## src/rtl/mode_counter_pkg.sv

```systemverilog
// Shared mode encodings and decode helper for mode_counter.
// Reserved mode 2'b11 decodes to wrap.
package mode_counter_pkg;

  typedef enum logic [1:0] {
    MODE_WRAP     = 2'b00,
    MODE_ONESHOT  = 2'b01,
    MODE_PINGPONG = 2'b10
  } mode_e;

  function automatic mode_e decode_mode(input logic [1:0] m);
    case (m)
      2'b01:   return MODE_ONESHOT;
      2'b10:   return MODE_PINGPONG;
      default: return MODE_WRAP;
    endcase
  endfunction

endpackage

```

## src/rtl/mode_counter_prescaler.sv

```systemverilog
// Divides cnt_en by PRESCALE; tick marks the enabled cycle that closes a group.
// Used by mode_counter only when MODE_COUNTER_PRESCALE_EN is defined.
module mode_counter_prescaler
  import mode_counter_pkg::*;
#(
  parameter int PRESCALE = 4
) (
  input  logic clock50,
  input  logic reset,
  input  logic clr,
  input  logic en,
  output logic tick
);

  localparam int PW = (PRESCALE > 1) ? $clog2(PRESCALE) : 1;
  localparam logic [PW-1:0] LAST = PW'(PRESCALE - 1);

  logic [PW-1:0] pcnt;

  assign tick = en && (pcnt == LAST);

  always_ff @(posedge clock50 or posedge reset) begin
    if (reset) begin
      pcnt <= '0;
    end else if (clr) begin
      pcnt <= '0;
    end else if (en) begin
      pcnt <= tick ? '0 : pcnt + 1'b1;
    end
  end

endmodule

```

## src/rtl/mode_counter.sv

```systemverilog
// Up/down counter with runtime limit, load and wrap/one-shot/ping-pong modes.
// Optional cnt_en prescaler: define MODE_COUNTER_PRESCALE_EN.
module mode_counter
  import mode_counter_pkg::*;
#(
  parameter int WIDTH         = 5,
  parameter int DEFAULT_LIMIT = 25,
  parameter int PRESCALE      = 4
) (
  input  logic             clock50,
  input  logic             reset,
  input  logic             cnt_en,
  input  logic             load,
  input  logic [WIDTH-1:0] load_val,
  input  logic             dir_down,
  input  logic [1:0]       mode,
  input  logic [WIDTH-1:0] limit,
  output logic [WIDTH-1:0] count,
  output logic             tc,
  output logic             done,
  output logic             dir_out
);

  logic             step;
  logic [WIDTH-1:0] count_q, count_d;
  logic [WIDTH-1:0] limit_q, limit_d;
  logic             dir_q, dir_d;
  logic             done_q, done_d;
  logic             tc_q, tc_d;
  logic             going_down;
  logic             term;
  logic             live;
  mode_e            md;

`ifdef MODE_COUNTER_PRESCALE_EN
  mode_counter_prescaler #(
    .PRESCALE(PRESCALE)
  ) u_prescaler (
    .clock50(clock50),
    .reset  (reset),
    .clr    (load),
    .en     (cnt_en),
    .tick   (step)
  );
`else
  assign step = cnt_en & (PRESCALE > 0);
`endif

  assign md = decode_mode(mode);

  // Ping-pong owns its direction; other modes follow dir_down live.
  assign going_down = (md == MODE_PINGPONG) ? dir_q : dir_down;
  assign term = going_down ? (count_q == '0) : (count_q >= limit_q);
  assign live = !load && step && !(md == MODE_ONESHOT && done_q);

  always_ff @(posedge clock50 or posedge reset) begin
    if (reset) begin
      count_q <= '0;
      limit_q <= WIDTH'(DEFAULT_LIMIT);
      dir_q   <= 1'b0;
      done_q  <= 1'b0;
      tc_q    <= 1'b0;
    end else begin
      count_q <= count_d;
      limit_q <= limit_d;
      dir_q   <= dir_d;
      done_q  <= done_d;
      tc_q    <= tc_d;
    end
  end

  always_comb begin
    count_d = count_q;
    limit_d = limit_q;
    dir_d   = dir_q;
    done_d  = done_q;
    tc_d    = 1'b0;
    unique case (1'b1)
      load: begin
        count_d = load_val;
        limit_d = limit;
        done_d  = 1'b0;
        dir_d   = dir_down;
      end
      live: begin
        if (md != MODE_PINGPONG) dir_d = dir_down;
        if (!term) begin
          count_d = going_down ? count_q - 1'b1 : count_q + 1'b1;
        end else begin
          tc_d    = 1'b1;
          limit_d = limit;
          case (md)
            MODE_ONESHOT: done_d = 1'b1;
            MODE_PINGPONG: begin
              dir_d = !going_down;
              if (limit_q == '0) count_d = '0;
              else count_d = going_down ? WIDTH'(1) : count_q - 1'b1;
            end
            default: count_d = going_down ? limit_q : '0;
          endcase
        end
      end
      default: ;
    endcase
  end

  assign count   = count_q;
  assign tc      = tc_q;
  assign done    = done_q;
  assign dir_out = dir_q;

endmodule

```

## config.mk

```make
export PLATFORM = sky130hd
export DESIGN_NAME = mode_counter
export DESIGN_NICKNAME = d
export VERILOG_FILES = /design/src/rtl/mode_counter_pkg.sv /design/src/rtl/mode_counter_prescaler.sv /design/src/rtl/mode_counter.sv
export SDC_FILE = /design/constraint.sdc
export NUM_CORES = 1
export LEC_CHECK = 0
export BUFFER_PORTS_ARGS = -buffer_cell sky130_fd_sc_hd__buf_2
export CAP_MARGIN = 10
export CORE_UTILIZATION = 48
export DETAILED_ROUTE_END_ITERATION = 10
export GPL_TIMING_DRIVEN = 0
export HOLD_SLACK_MARGIN = 0.06
export PLACE_DENSITY = 0.77
export RECOVER_POWER = 50
export SLEW_MARGIN = 10
export SYNTH_ARGS = -nofsm -noshare
export SYNTH_HDL_FRONTEND = slang
export SYNTH_SLANG_ARGS = --single-unit
```

## constraint.sdc

```tcl
create_clock -name clock50 -period 3.4 [get_ports clock50]
set_input_delay 1.02 -clock clock50 [delete_from_list [all_inputs] [get_ports clock50]]
set_output_delay 1.02 -clock clock50 [all_outputs]
set_load 0.02 [all_outputs]
```

---- Word level (Yosys, flattened, before mapping) ----
Cells that the tools add are included.
word-level totals
  register bits after elaboration ......... 13
  input bits .............................. 17
  output and inout bits ................... 8
  logic and storage cells ................. 49
operators by class
  add/sub/neg operators ................... 2
  $lt $le $gt $ge ......................... 1
  equal/unequal tests ..................... 8
  mux-type cells .......................... 21
  reduce and logical (&&, ||, !) cells .... 12
operators by type and width
  cell                                                                 number
  5-bit two-way mux                                                    6
  5-bit case mux with 2 select lines                                   3
  5-bit logical NOT                                                    2
  1-bit two-way mux                                                    9
  5-bit by 1-bit adder with 5-bit output (second input constant)       1
  5-bit >= comparator                                                  1
  5-bit by 1-bit subtractor with 5-bit output (second input constant)  1
  2-bit by 1-bit == test with 1-bit output (second input constant)     2
  2-bit == test (second input constant)                                2
  2-bit != test (second input constant)                                2
  1-bit case mux with 2 select lines                                   2
  2-bit case mux with 2 select lines                                   1
  2-bit AND reduction                                                  2
  1-bit logical AND                                                    3
  1-bit logical NOT                                                    3
  3-bit != test (second input constant)                                1
  3-bit AND reduction                                                  1
  2-bit by 1-bit != test with 1-bit output (second input constant)     1
  2-bit nonzero test                                                   1

---- Depth between registers and ports, before layout ----
Gate-level depths: netlist (run 1).
  depth after elaboration ................. 9
  mapped depth ............................ 8
  depth with buffers taken out ............ 8

---- Least setup slack after synthesis (run 1) ----
OpenSTA, ideal clock, no wires.
  path kind ............................... input-to-reg
  start ................................... in mode[1]
  end ..................................... reg limit_q[1]
  setup time .............................. 0.125 ns
  arrival ................................. 2.495 ns
  required time ........................... 3.275 ns
  path slack .............................. 0.780 ns
  stages .................................. 6
  buffers on the path ..................... 0
  path through ............................ nor2b_4 -> mux2i_4 -> o211a_4 -> nor2_4 -> a31oi_4 -> mux2_4
on the way
  cells in the longest elaborated chain, start to end .. 8
  elaborated cells on any way between the ends .. 14
  classes of those cells .................. 5 x eq/ne; 4 x mux; 5 x reduce/logical
ends and longest elaborated chain
  element                                                                           line                    text
  start, declared                                                                   mode_counter.sv:16      input logic [1:0] mode,
  2-bit == test / 2-bit by 1-bit == test with 1-bit output (equally long branches)  mode_counter_pkg.sv:12  case (m)
  2-bit case mux with 2 select lines *                                              mode_counter_pkg.sv:12
  2-bit by 1-bit == test with 1-bit output                                          mode_counter.sv:54      assign live = !load && step && !(md == MODE_ONESHOT && done_q);
  1-bit logical AND                                                                 mode_counter.sv:54
  1-bit logical NOT                                                                 mode_counter.sv:54
  1-bit logical AND                                                                 mode_counter.sv:54
  2-bit != test (no source line) / 2-bit nonzero test (equally long branches)       --
  2-bit AND reduction (no source line)                                              --
  end signal, assigned                                                              mode_counter.sv:59      limit_q <= WIDTH'(DEFAULT_LIMIT);
  end signal, assigned                                                              mode_counter.sv:65      limit_q <= limit_d;
  end, declared                                                                     mode_counter.sv:26      logic [WIDTH-1:0] limit_q, limit_d;
Mark *: on every way between the ends. The rest lies on a longest branch, timed or not.
A chain may end at the register's enable or synchronous reset.

---- Final worst setup path (run 1) ----
  start ................................... in mode[1]
  end ..................................... reg limit_q[2]
Same word-level chain as after synthesis.

==> impl_metrics.ini, run 1 <==
[synth]
syn_nets = 144
synth_area_per_cell_um2 = 9.87
mappedNetlistArea_um2 = 1180
yosys.area.top_type = dfrtp_1
synth_cell_type_count = 49
synthArstFlopShare_pct = 100
synth.area.top_cells = dfrtp_1, ha_1, dfstp_2
synth-edff-count = 0
ys.flop_type = dfrtp_1
yosys_register_bits = 13
postSynthCellCount = 120
synth_warnings = 0
synth_top_area_share_pct = 21.1
yosysSeqAreaShare_pct = 27.8

[power_and_ir_drop]
p_comb_share_pct = 46.3
power.leakage_nw = 0.618
power_density_nw_per_um2 = 431
clockPowerShare_pct = 16.8
ir_drop_mv = 0.283
switchingPower_mw = 0.236
pwr-share-seq_pct = 36.9
internal-power_mw = 0.346
switching_share_pct = 40.5

[clock_network]
holdBufCountCts = 0
cts_resized = 0
cts_setup_buffers = 0
cts_made_buffers = 3
clkSinkCount = 13
clk_latency_ps = 280
cts-root-buf = clkbuf_4
h-tree-depth = 1
cts_tree = done
clk_pin_slew_ps = 80
cts_buffer_depth = 2

[global_route]
grt_pass1_vias = 1051
grt_start_max_net_pins = 14
antenna_found_initial = 0
grtUsageTotal_pct = 24.6
grt_pass1_wl_um = 4840
grt-ovfl-total = 0

[die]
start_util_pct = 52.1
dieArea_um2 = 2670
fp.dieH_um = 51.7
fp.dieW_um = 51.7
fp.coreArea_um2 = 2280
io_pins = 25
rows = 17

[timing]
worst_slack_ps = 736
max_freq_ghz = 0.375
skew_ps = 1.42
drv_slew = 0
setup_violations = 0
rsz0062_at_grt = no
setup_tns_ps = 0
tightest_slew_ps = 539
hold_viol = 0
max_slew_margin_pct = 64.1
finalCritPeriodShare_pct = 78.4
fin_crit_ps = 2660

[setup_path]
worstPathMaxFanout = 8
criticalPathCategory = primary input to flop
cpMaxStageDelayCell = mux2i_4
r2r_setup_slack_ps = 900
critical_path.max_stage_delay_ps = 450
cp-end-kind = flop
required_ps = 3570
cp-start-kind = primary input
cp_cell_sequence = buf_2, nor2b_4, mux2i_4, o211a_4, nor2_4, a31oi_4, mux2_4
critPathTopFamily = multiplexers
arrival_ps = 2830
crit_buf_inv = 1

[routing]
routed_wl_um = 2740
routedWlPerCell_um = 15.7
num_vias = 1062
drt_iter0_markers = 28
ant_nets = 0
drt-pass1-iter-count = 4
route.detailed.drc = 0
vias_per_cell = 6.10

[placement]
hpwl_um = 2050
portBuffers = 22
place.gp.congestion = 0.879
placed_area_um2 = 1330
dp_slack_ps = 461

[job]
drv_cap = 0

[final_layout]
antenna_cells = 0
area_delta_synth_final_pct = 14.0
final_cell_area_um2 = 1350
drive_above_1_share_pct = 30.8
final_nets = 171

[outcome]
status = completed

[min_path]
hold_class = flop to flop
layout make-up:
cell class,instances,area (µm²)
buffer,3,20.0
clock buffer,4,26.3
fill,198,925
inverter,10,37.5
multi-input combinational,94,798
sequential,13,329
tap,28,35.0
timing repair buffer,22,105
cell usage in the layout, fill, tap and decap left out, types with 4 or more instances in the layout:
master,instances
buf_2,18
inv_1,10
nor2_1,10
dfrtp_1,10
ha_1,7
clkbuf_1,6
nand2_1,6
a21oi_1,6
nand3_1,6
mux2_4,5
mux2i_1,4
xnor2_1,4
path summary, 6_finish.rpt:
path	start	cells after the start	end
min reg2reg	done$_DFFE_PP0P_	2	done$_DFFE_PP0P_
min	done$_DFFE_PP0P_	2	done$_DFFE_PP0P_
max in group asynchronous	reset	2	limit_q[4]$_DFFE_PP1P_
min in group asynchronous	reset	2	limit_q[2]$_DFFE_PP0P_
max	mode[1]	7	limit_q[2]$_DFFE_PP0P_
max reg2reg	count[0]$_DFFE_PP0P_	8	limit_q[2]$_DFFE_PP0P_
cells in the mapped netlist, drive strengths merged, types with 2 or more instances:
| master | number |
|---|---|
| a211oi | 2 |
| a21oi | 6 |
| a22oi | 2 |
| a31oi | 4 |
| a32o | 2 |
| clkbuf | 2 |
| dfrtp | 10 |
| dfstp | 3 |
| ha | 7 |
| inv | 10 |
| mux2 | 5 |
| mux2i | 5 |
| nand2 | 6 |
| nand3 | 6 |
| nor2 | 11 |
| nor2b | 2 |
| nor3 | 2 |
| o211ai | 2 |
| o31ai | 4 |
| xnor2 | 4 |
| xor2 | 3 |
metrics by stage:
stage | util (%) | cells | total power [mW] | hold slack, ps
finish | 59.4 | 174 | 0.582 | 551
global route | 59.4 | 174 | 0.624 | 586
floorplan | - | 120 | 0.417 | 527
detailed placement | 58.4 | 170 | 0.484 | 518
CTS | 59.6 | 174 | 0.583 | 549
global placement | 58.4 | 170 | 0.475 | 507
worst min-delay path, delay by kind of cell (launching register included):
kind             cells  cell delay (ps)
AND/OR/NAND/NOR      1               80
flip-flops           1              380
AO/OA/AOI/OAI        1               50
sequential cells by signal, summed over array words and instances, names as in the netlist:
register and flops:
done 1, count 5, tc 1, limit_q 5, dir_out 1
power by group through the flow:
stage	registers [mW]	logic (mW)	clock network (mW)
2_1_floorplan	0.222	0.194	0
3_3_place_gp	0.216	0.259	0
3_5_place_dp	0.217	0.267	0
4_1_cts	0.214	0.270	0.0994
5_1_grt	0.218	0.298	0.107
6_report	0.215	0.269	0.0977
cells by family after synthesis:
logic type	share of synthesized area, %
flip-flops	27.8
buffers and inverters	4.86
XOR/XNOR	5.17
adder cells (fa/ha/maj)	7.39
AO/OA/AOI/OAI	24.6
AND/OR/NAND/NOR	18.6
multiplexers	11.6
per-layer routing:
| metal | share of wire [%] | global-route usage (%) |
|---|---|---|
| met1 | 45 | 31.8 |
| met5 | 0 | 0 |
| met4 | 2.2 | 11.7 |
| met3 | 5.6 | 3.22 |
| met2 | 47 | 40.3 |
Note: power is estimated with default switching activity, not from simulation.
==> run 2, diff against run 1 <==
--- a/config.mk
+++ b/config.mk
@@ -5,13 +5,14 @@
 export SDC_FILE = /design/constraint.sdc
 export NUM_CORES = 1
 export LEC_CHECK = 0
+export ABC_AREA = 1
 export BUFFER_PORTS_ARGS = -buffer_cell sky130_fd_sc_hd__buf_2
 export CAP_MARGIN = 10
 export CORE_UTILIZATION = 48
 export DETAILED_ROUTE_END_ITERATION = 10
 export GPL_TIMING_DRIVEN = 0
 export HOLD_SLACK_MARGIN = 0.06
-export PLACE_DENSITY = 0.77
+export PLACE_DENSITY = 0.76
 export RECOVER_POWER = 50
 export SLEW_MARGIN = 10
 export SYNTH_ARGS = -nofsm -noshare
==> constraint.sdc (replaced) <==
create_clock -name clock50 -period 2.53 [get_ports clock50]
set_input_delay 0.759 -clock clock50 [delete_from_list [all_inputs] [get_ports clock50]]
set_output_delay 0.759 -clock clock50 [all_outputs]
set_load 0.02 [all_outputs]
==> impl_metrics.ini, run 2 <==
[clock_network]
cts_tree = done
cts_buffer_depth = 2
clkSinkCount = 13
clk_pin_slew_ps = 80
cts_setup_buffers = 0
cts-root-buf = clkbuf_4
h-tree-depth = 1
cts_resized = 0
cts_made_buffers = 3
holdBufCountCts = 0
clk_latency_ps = 280

[setup_path]
cp-start-kind = flop
required_ps = 2750
criticalPathCategory = flop to flop
worstPathMaxFanout = 6
cp-end-kind = flop
arrival_ps = 2210

[global_route]
grtUsageTotal_pct = 22.5
grt_start_max_net_pins = 14
grt_pass1_vias = 945
antenna_found_initial = 0
grt_pass1_wl_um = 4430
grt-ovfl-total = 0

[timing]
skew_ps = 0.802
max_slew_margin_pct = 64.1
max_freq_ghz = 0.503
finalCritPeriodShare_pct = 78.6
tightest_slew_ps = 538
setup_violations = 0
worst_slack_ps = 542
whs_ps = 500
rsz0062_at_grt = no
hold_viol = 0
setup_tns_ps = 0
fin_crit_ps = 1990
drv_slew = 0

[power_and_ir_drop]
power.leakage_nw = 0.783
ir_drop_mv = 0.326
power_density_nw_per_um2 = 563
power.total_mw = 0.781

[min_path]
hold_class = primary input to async pin

[synth]
syn_nets = 193
yosys.area.top_type = dfrtp_1
synthArstFlopShare_pct = 100
synth_warnings = 0
ys.flop_type = dfrtp_1
synth.area.top_cells = dfrtp_1, nand2_1, nand3_1
yosys_register_bits = 13
yosysSeqAreaShare_pct = 27.1
synth-edff-count = 0
postSynthCellCount = 169
synth_most_common_cell = nand2_1
mappedNetlistArea_um2 = 1220
synth.top_cells.by_count = nand2_1, nand3_1, inv_1
synth_cell_type_count = 28
synth_top_area_share_pct = 20.6
synth_area_per_cell_um2 = 7.20

[final_layout]
layout_common_cells = nand2_1, nand3_1, buf_2
seqCellArea_um2 = 329
drive_above_1_share_pct = 26.4
multi_input_area_um2 = 781
antenna_cells = 0
num-fill-cells = 229
area_delta_synth_final_pct = 14.0
layout_commonest_cell = nand2_1
final_nets = 222

[die]
dieArea_um2 = 2740
fp.coreArea_um2 = 2300
fp.dieH_um = 52.3
rows = 17
start_util_pct = 52.9
io_pins = 25
fp.dieW_um = 52.3

[placement]
place.gp.congestion = 0.957
portBuffers = 24
dp_slack_ps = 528
hpwl_um = 2140

[routing]
routed_wl_um = 2760
ant_nets = 0
drt_iter0_markers = 43
drt-pass1-iter-count = 4
num_vias = 1134
route.detailed.drc = 0
routedWlPerCell_um = 12.2
vias_per_cell = 5.04

[job]
drv_cap = 0

[outcome]
status = completed
run 2: power breakdown:
group	switching (mW)	internal, mW	total (mW)	leakage (nW)
Sequential	0.0397	0.242	0.282	0.154
Combinational	0.230	0.133	0.363	0.614
Clock	0.0746	0.0613	0.136	0.0150
Total	0.344	0.437	0.781	0.783
run 2: metal layers:
layer,global-route usage [%],vias to the layer above,share of wire (%)
met5,0,-,0
met4,7.89,0,0.98
met3,3.48,4,2.5
met2,33.5,20,46
met1,32.4,513,51
li1,-,597,-
run 2: cell families (layout without fill, tap and decap cells):
logic type / count (synthesis) / in the layout / synth area share [%]
adders and majority gates: 7 / 7 / 7.20
buffers and inverters: 23 / 51 / 8.13
AOI/OAI and AO/OA: 13 / 13 / 7.92
DFF: 13 / 13 / 27.1
and+or+nand+nor: 110 / 110 / 47.5
xor gates and xnor gates: 3 / 3 / 2.16
run 2: worst paths after layout:
path	start	slack, ps	endpoint	depth (start not counted)
worst max-delay path	limit_q[4]$_DFFE_PP1P_	540	count[2]$_DFFE_PP0P_	12
worst min-delay path	reset	500	limit_q[2]$_DFFE_PP0P_	2
worst max register to register	limit_q[4]$_DFFE_PP1P_	540	count[2]$_DFFE_PP0P_	12
worst min register to register	limit_q[0]$_DFFE_PP1P_	500	limit_q[0]$_DFFE_PP1P_	2
max in group asynchronous	reset	1670	limit_q[3]$_DFFE_PP1P_	2
min in group clock50	limit_q[0]$_DFFE_PP1P_	500	limit_q[0]$_DFFE_PP1P_	2
run 2: metrics by stage:
step / std cells / util (%) / instance area [µm²]
global route: 225 / 60.3 / 1390
global placement: 221 / 59.7 / 1370
finish: 225 / 60.3 / 1390
detailed placement: 221 / 59.7 / 1370
CTS: 225 / 60.8 / 1400
floorplan: 169 / - / 1220
run 2: final cells by class:
cell class | instances | area share [%]
Inverter | 22 | 6.32
Clock buffer | 4 | 1.90
Multi-Input combinational cell | 133 | 56.3
Tap cell | 28 | 2.53
Timing Repair Buffer | 24 | 8.39
Sequential cell | 13 | 23.7
Buffer | 1 | 0.812
run 2: worst max-delay path: stages (launching register included):
cell and delay [ps]:
dfstp_2 520, inv_1 90, ha_1 300, a21o_1 190, nor2_4 90, nand2_1 200
nand2_4 140, inv_4 60, nand2_4 60, nand2_4 70, inv_4 80, nand2_1 50
nand2_1 70
==> run 3, diff against run 2 <==
==> constraint.sdc (replaced) <==
create_clock -name clock50 -period 2 [get_ports clock50]
set_input_delay 0.6 -clock clock50 [delete_from_list [all_inputs] [get_ports clock50]]
set_output_delay 0.6 -clock clock50 [all_outputs]
set_load 0.02 [all_outputs]
==> impl_metrics.ini, run 3 (synthesized netlist as in run 2, its figures left out) <==
[routing]
num_vias = 1144
route.detailed.drc = 0
drt-pass1-iter-count = 4
vias_per_cell = 5.08
ant_nets = 0
drt_iter0_markers = 50
routed_wl_um = 2730
routedWlPerCell_um = 12.2

[final_layout]
area_delta_synth_final_pct = 14.6
layout_common_cells = nand2_1, nand3_1, buf_2
layout_commonest_cell = nand2_1
final_nets = 222
antenna_cells = 0
drive_above_1_share_pct = 26.9

[global_route]
grt-ovfl-total = 0
grt_start_max_net_pins = 14
antenna_found_initial = 0
grt_pass1_wl_um = 4430
grt_pass1_vias = 945
grtUsageTotal_pct = 22.5

[clock_network]
cts_tree = done
clkSinkCount = 13
h-tree-depth = 1
cts_buffer_depth = 2
clk_pin_slew_ps = 80
cts-root-buf = clkbuf_4
cts_made_buffers = 3
clk_latency_ps = 280

[power_and_ir_drop]
pwr-share-seq_pct = 35.9
internal-power_mw = 0.555
switchingPower_mw = 0.439
ir_drop_mv = 0.413
clockPowerShare_pct = 17.3
p_comb_share_pct = 46.8
switching_share_pct = 44.1
power.total_mw = 0.994
power.leakage_nw = 0.781
power_density_nw_per_um2 = 713

[job]
drv_cap = 0

[timing]
setup_tns_ps = 0
tightest_slew_ps = 538
max_slew_margin_pct = 64.1
hold_viol = 0
max_freq_ghz = 0.541
setup_violations = 0
finalCritPeriodShare_pct = 92.4
rsz0062_at_grt = no
skew_ps = 1.34
drv_slew = 0
fin_crit_ps = 1850

[die]
rows = 17
dieArea_um2 = 2740
start_util_pct = 52.9
fp.coreArea_um2 = 2300
fp.dieW_um = 52.3
io_pins = 25
fp.dieH_um = 52.3

[setup_path]
r2r_setup_slack_ps = 150
arrival_ps = 2020
cp-start-kind = flop
required_ps = 2170
critPathTopFamily = flip-flops
reg2reg_from = count[0]$_DFFE_PP0P_
worstPathMaxFanout = 6
cp-startpoint = count[0]$_DFFE_PP0P_
critical_path.max_stage_delay_ps = 450
crit_buf_inv = 3
cp-end-kind = flop
criticalPathCategory = flop to flop
cpMaxStageDelayCell = dfrtp_2
cp_common_cell = nand2_4
cp_cell_sequence = inv_1, ha_1, nand3_4, a21oi_4, nand2_4, inv_4, nand2_4, nand2_4, inv_4, nand2_1, nand2_1

[min_path]
hold_class = primary input to async pin

[placement]
portBuffers = 24
place.gp.congestion = 0.957
hpwl_um = 2140

[outcome]
status = completed
[run 3: cell count changes in the layout (fill, tap and decap cells not counted), sizes merged]
cell and delta:
buf -1, clkbuf +1
[run 3: power groups by stage]
stage | logic, mW | clock network, mW | registers [mW]
4_1_cts | 0.468 | 0.178 | 0.356
6_report | 0.465 | 0.172 | 0.357
2_1_floorplan | 0.336 | 0 | 0.377
3_5_place_dp | 0.466 | 0 | 0.360
3_3_place_gp | 0.455 | 0 | 0.358
5_1_grt | 0.519 | 0.192 | 0.364
[run 3: final cells by class]
| cell class | count | area, µm² |
|---|---|---|
| Fill cell | 227 | 903 |
| Inverter | 22 | 87.6 |
| Multi-Input combinational cell | 133 | 788 |
| Timing Repair Buffer | 24 | 115 |
| Clock buffer | 4 | 26.3 |
| Tap cell | 28 | 35.0 |
| Buffer | 1 | 11.3 |
| Sequential cell | 13 | 330 |
[run 3: timing repair]
action / CTS / global route
setup endpoints to repair: 0 / 8
setup buffers: 0 / 0
hold buffers: 0 / 0
gates resized for setup: 0 / 1
[run 3: metal layers]
layer	vias up	global-route usage (%)	part of all wire, %
met4	0	7.89	1.2
met3	6	3.48	3.6
met5	-	0	0
met2	25	33.5	46
met1	515	32.4	50
li1	598	-	-
[run 3: stage by stage]
stage	instance area (µm²)	utilization, %	hold slack (ps)	cells	worst slack (ps)
after global placement	1370	59.7	483	221	150
after CTS	1400	60.8	346	225	137
after floorplan	1220	-	459	169	219
final	1390	60.7	340	225	153
after detailed placement	1370	59.7	492	221	149
after global routing	1390	60.7	377	225	47.8
[run 3: path summary, 6_finish.rpt]
| path | to | cells after the start |
|---|---|---|
| min reg2reg | limit_q[0]$_DFFE_PP1P_ | 2 |
| max | count[2]$_DFFE_PP0P_ | 11 |
| min | limit_q[2]$_DFFE_PP0P_ | 2 |
| min in group clock50 | done$_DFFE_PP0P_ | 2 |
| max in group asynchronous | count[0]$_DFFE_PP0P_ | 2 |
| max reg2reg | count[2]$_DFFE_PP0P_ | 11 |
